[src/rtl/id_ex_stage_reg.sv]
// ID/EX pipeline register with load-use hazard detection and one-cycle bubble insertion.
// Optional hazard statistics counters are enabled by defining HAZARD_STATS_EN.
module id_ex_stage_reg #(
  parameter int DATA_W = 32,
  parameter int ADDR_W = 5
) (
  input  logic              clk_i,
  input  logic              rst_i,
  input  logic              hold_i,
  input  logic              flush_i,
  input  logic              id_valid_i,
  input  logic [1:0]        id_WB_i,
  input  logic [1:0]        id_M_i,
  input  logic [3:0]        id_EX_i,
  input  logic [DATA_W-1:0] id_RsData_i,
  input  logic [DATA_W-1:0] id_RtData_i,
  input  logic [DATA_W-1:0] id_Imm_i,
  input  logic [ADDR_W-1:0] id_RsAddr_i,
  input  logic [ADDR_W-1:0] id_RtAddr_i,
  input  logic [ADDR_W-1:0] id_RdAddr_i,
  output logic              ex_valid_o,
  output logic [1:0]        ex_WB_o,
  output logic [1:0]        ex_M_o,
  output logic [3:0]        ex_EX_o,
  output logic [DATA_W-1:0] ex_RsData_o,
  output logic [DATA_W-1:0] ex_RtData_o,
  output logic [DATA_W-1:0] ex_Imm_o,
  output logic [ADDR_W-1:0] IDEX_RsAddr_o,
  output logic [ADDR_W-1:0] IDEX_RtAddr_o,
  output logic [ADDR_W-1:0] IDEX_RdAddr_o,
`ifdef HAZARD_STATS_EN
  output logic [31:0]       stall_cnt_o,
  output logic [31:0]       flush_cnt_o,
`endif
  output logic              stall_o
);

  logic                     vld_p1;
  logic [1:0]               wb_p1;
  logic [1:0]               m_p1;
  logic [3:0]               ex_p1;
  logic signed [DATA_W-1:0] rs_data_p1;
  logic signed [DATA_W-1:0] rt_data_p1;
  logic signed [DATA_W-1:0] imm_p1;
  logic [ADDR_W-1:0]        rs_addr_p1;
  logic [ADDR_W-1:0]        rt_addr_p1;
  logic [ADDR_W-1:0]        rd_addr_p1;

  logic hz;
  logic bubble;
  logic live;

  // A load in EX whose destination (never $0) is read by the instruction in ID.
  assign hz = vld_p1 & m_p1[1] & (rt_addr_p1 != '0) & id_valid_i &
              ((rt_addr_p1 == id_RsAddr_i) | (rt_addr_p1 == id_RtAddr_i));

  assign stall_o = hz & ~flush_i & ~hold_i & ~rst_i;
  assign bubble  = flush_i | hz;
  assign live    = id_valid_i & ~bubble;

  // ID -> EX stage boundary
  always_ff @(posedge clk_i) begin
    if (rst_i) begin
      vld_p1     <= 1'b0;
      wb_p1      <= '0;
      m_p1       <= '0;
      ex_p1      <= '0;
      rs_data_p1 <= '0;
      rt_data_p1 <= '0;
      imm_p1     <= '0;
      rs_addr_p1 <= '0;
      rt_addr_p1 <= '0;
      rd_addr_p1 <= '0;
    end else if (!hold_i) begin
      vld_p1     <= live;
      wb_p1      <= live ? id_WB_i : 2'b00;
      m_p1       <= live ? id_M_i  : 2'b00;
      ex_p1      <= live ? id_EX_i : 4'b0000;
      rs_data_p1 <= $signed(id_RsData_i);
      rt_data_p1 <= $signed(id_RtData_i);
      imm_p1     <= $signed(id_Imm_i);
      rs_addr_p1 <= id_RsAddr_i;
      rt_addr_p1 <= id_RtAddr_i;
      rd_addr_p1 <= id_RdAddr_i;
    end
  end

  assign ex_valid_o    = vld_p1;
  assign ex_WB_o       = wb_p1;
  assign ex_M_o        = m_p1;
  assign ex_EX_o       = ex_p1;
  assign ex_RsData_o   = rs_data_p1;
  assign ex_RtData_o   = rt_data_p1;
  assign ex_Imm_o      = imm_p1;
  assign IDEX_RsAddr_o = rs_addr_p1;
  assign IDEX_RtAddr_o = rt_addr_p1;
  assign IDEX_RdAddr_o = rd_addr_p1;

`ifdef HAZARD_STATS_EN
  logic [31:0] stall_cnt;
  logic [31:0] flush_cnt;

  function automatic logic [31:0] sat_inc(input logic [31:0] cnt);
    return (cnt == 32'hFFFF_FFFF) ? cnt : cnt + 32'd1;
  endfunction

  // Flush outranks the hazard, so an edge counts toward at most one counter.
  always_ff @(posedge clk_i) begin
    if (rst_i) begin
      stall_cnt <= '0;
      flush_cnt <= '0;
    end else if (!hold_i) begin
      if (flush_i)
        flush_cnt <= sat_inc(flush_cnt);
      else if (hz)
        stall_cnt <= sat_inc(stall_cnt);
    end
  end

  assign stall_cnt_o = stall_cnt;
  assign flush_cnt_o = flush_cnt;
`endif

endmodule
[config.mk]
export PLATFORM = sky130hd
export DESIGN_NAME = id_ex_stage_reg
export DESIGN_NICKNAME = d
export VERILOG_FILES = /design/src/rtl/id_ex_stage_reg.sv
export SDC_FILE = /design/constraint.sdc
export NUM_CORES = 1
export LEC_CHECK = 0
export ABC_CLOCK_PERIOD_IN_PS = 5050
export CELL_PAD_IN_SITES_DETAIL_PLACEMENT = 0
export CELL_PAD_IN_SITES_GLOBAL_PLACEMENT = 1
export CORE_MARGIN = 1
export CORE_UTILIZATION = 30
export DETAILED_ROUTE_END_ITERATION = 7
export HOLD_SLACK_MARGIN = 0.1
export PLACE_DENSITY_LB_ADDON = 0.1
export SYNTH_ARGS = -nofsm -noshare
export SYNTH_HDL_FRONTEND = slang
export SYNTH_SLANG_ARGS = --single-unit
[constraint.sdc]
create_clock -name clk_i -period 5.05 [get_ports clk_i]
set_clock_uncertainty 0.1 [all_clocks]
set_input_delay 0.505 -clock clk_i [delete_from_list [all_inputs] [get_ports clk_i]]
set_output_delay 0.505 -clock clk_i [all_outputs]
set_load 0.005 [all_outputs]
==> flow_metrics.tcl <==
set metrics [dict create \
    mappedNetlistNets 543 \
    cts.htree.levels 4 \
    grt_antenna_before_repair 0 \
    worst-endpoint-arrival_ns 2.65 \
    cp-end-kind "output port" \
    total_clock_buffers_created_by_cts 17 \
    mostFrequentLayoutCell "clkdlybuf4s50_1" \
    cts_root_buffer "clkbuf_16" \
    vdd_ir_drop_max_v 0.000328 \
    detail_route.wl_per_cell_um 14.6 \
    yosys.area_share.simple_pct 11.4 \
    path_max_fanout 10 \
    layout_common_cells "clkdlybuf4s50_1, dfxtp_1, mux2i_1, nor2_1, clkbuf_16" \
    pwr-share-comb_pct 14.2 \
    post_cts_gate_resize_count 0 \
    syn-cell-area_sq_um 4390 \
    dr_iter_0_viols 99 \
    hold_viol 0 \
    drc_errors 0 \
    dr.pass1.iters 4 \
    switching_share_of_total_power_pct 21.7 \
    synth_top_cell_by_area "dfxtp_1" \
    share_of_total_power_in_sequential_cells_pct 41.2 \
    period_share_pct 64.4 \
    wire_length_of_the_first_global_routing_pass_um 18500 \
    insertedDiodeCount 0 \
    place.gp.congestion 0.771 \
    yosysUniqueCellTypes 21 \
    timing_max_transition_violations_final 0 \
    grt_start_max_net_pins 105 \
    worst_slew_pin_slew_ns 1.12 \
    fin_tns_setup_ns 0 \
    nNetsFinal 780 \
    setup-violations-final 0 \
    crit_path_start_kind "input port" \
    largest_family_of_logic_cells_by_synthesized_area "multiplexers" \
    post_cts_buffers 0 \
    cts-hold-fix-buffers 0 \
    postSynthAreaPerCell_sq_um 10.5 \
    rsz0062_at_grt "no" \
    dieWidth_um 123 \
    drive_above_1_share_pct 4.65 \
    hpwl_um 8670 \
    clock_tree_from_tritoncts "yes" \
    final_antenna_net_count 0 \
    row_count 43 \
    ys.warnings.count 0 \
    synth_xor_xnor_area_share_pct 2.00 \
    globalRoute.totalOverflow 0 \
    grt_pass1_vias 3708 \
    design.portCount 245 \
    synth.top_cell.area_share_pct 54.8 \
    die_height_um 123 \
    synth_seq_area_share_pct 54.8 \
    setup.worst_path.class "in -> out" \
    ctsLongestPathBuffers 2 \
    intPower_mw 1.97 \
    worst_hold_path.num_cells 2 \
    start_util_pct 31.1 \
    via_total_after_detailed_routing 3770 \
    switching_component_of_the_power_uw 545 \
    synthAdderAreaFrac_pct 0 \
    final.min_clock_period_ns 3.25 \
    p_leak_nw 3.13 \
    p_per_area_nw_per_um2 336 \
    path_clk_slew_ns 0.05 \
    die-area_sq_um 15100 \
    syn2layout_area_growth_pct 70.9 \
    result_of_the_run "finished, final reports clean" \
    synth-compound-area-share_pct 3.54 \
    finish.utilization_pct 53.2 \
    clock_insertion_delay_worst_skew_ns 0.40 \
    globalRouteTotalUtil_pct 16.3 \
    synth-seq-cells 120 \
    clock.fmax_ghz 0.308 \
    drt_wl_total_um 12400 \
    worst-endpoint-required_ns 4.45 \
    vias_per_cell 4.46 \
    worst-r2r-cell-count 4 \
    pwr-share-clk_pct 44.6 \
    synth.area.top_cells "dfxtp_1, mux2i_1, nor2_1" \
    hold_class "in -> reg" \
    number_of_sinks_handled_by_clock_tree_synthesis 120 \
    number_of_buffer_cells_added_on_primary_ports 244 \
    maxCapViolCount 0 \
    floorplan.core_area_sq_um 14100 \
    number_of_cells_produced_by_synthesis 419 \
    max-slew-margin-rel_pct 25.4 \
    multiplexer_area_fraction_after_synthesis_pct 25.3 \
]
-- flip-flops by register name (all words and copies together) (netlist names) --
signal and flops:
ex_RtData_o 32, ex_EX_o 4, IDEX_RtAddr_o 5, ex_Imm_o 32, ex_M_o 2, ex_RsData_o 32, ex_valid_o 1, ex_WB_o 2
IDEX_RdAddr_o 5, IDEX_RsAddr_o 5
-- metrics by stage --
stage | hold WS [ns] | area [sq um] | setup WS [ns] | cells | power [mW]
after floorplan | 0.360 | 4390 | 3.03 | 419 | 1.18
after global placement | 0.353 | 6940 | 1.86 | 817 | 1.41
after detailed placement | 0.359 | 6940 | 1.80 | 817 | 1.42
after CTS | 0.227 | 7490 | 1.80 | 846 | 2.56
after global routing | 0.240 | 7490 | 1.66 | 846 | 2.63
final | 0.255 | 7490 | 1.80 | 846 | 2.52
-- synthesized netlist by cell type, drive strengths merged --
master   instances
and2             1
inv              2
buf             15
nand3            2
nand2           10
o2111ai          1
dfxtp          120
or4              1
o21ai            9
and3             1
xnor2           10
nor3             1
clkbuf          13
nor2           111
a32oi            8
mux2i          111
a22oi            1
o22ai            1
nor2b            1
-- final cells by class --
class / count / area, sq um
fillers: 1267 / 6600
inverters: 2 / 7.51
multi-input cells: 269 / 1850
well taps: 180 / 225
clock inverters: 3 / 40.0
flip-flops and latches: 120 / 2400
clock buffers: 26 / 509
repair buffers: 246 / 2460
-- final timing paths --
kind,start,to,slack [ns]
worst min-delay path,rst_i,ex_Imm_o[31],0.26
worst max-delay path,id_RsAddr_i[4],stall_o,1.80
worst max register to register,IDEX_RtAddr_o[4],ex_EX_o[1],3.22
worst min register to register,ex_M_o[0],ex_M_o[0],0.37
-- layer usage --
metal | up-vias | GRT usage, % | wire length (um)
li1 | 1877 | - | -
met1 | 1741 | 16.5 | 4800
met2 | 138 | 27.7 | 6110
met3 | 14 | 8.58 | 1240
met4 | 0 | 7.09 | 209
met5 | - | 0 | 0
-- power groups by stage --
stage | logic (mW) | registers [mW] | clock network [mW]
4_1_cts | 0.362 | 1.04 | 1.16
3_3_place_gp | 0.357 | 1.05 | 0
5_1_grt | 0.385 | 1.04 | 1.20
2_1_floorplan | 0.123 | 1.06 | 0
3_5_place_dp | 0.360 | 1.06 | 0
6_report | 0.356 | 1.04 | 1.12
-- cells by family (layout without fill, tap and decap cells) --
group	after synthesis	after routing
compound gates	20	20
xor+xnor	10	10
mux	111	111
flops	120	120
simple gates	128	128
buf+inv	30	277
-- worst max-delay path, stage by stage --
cell,delay (ns)
clkdlybuf4s50_1,0.50
xnor2_1,0.15
nand3_1,0.10
o22ai_1,0.63
and3_1,0.26
clkdlybuf4s50_1,0.50
Note: power is estimated with default switching activity, not from simulation.
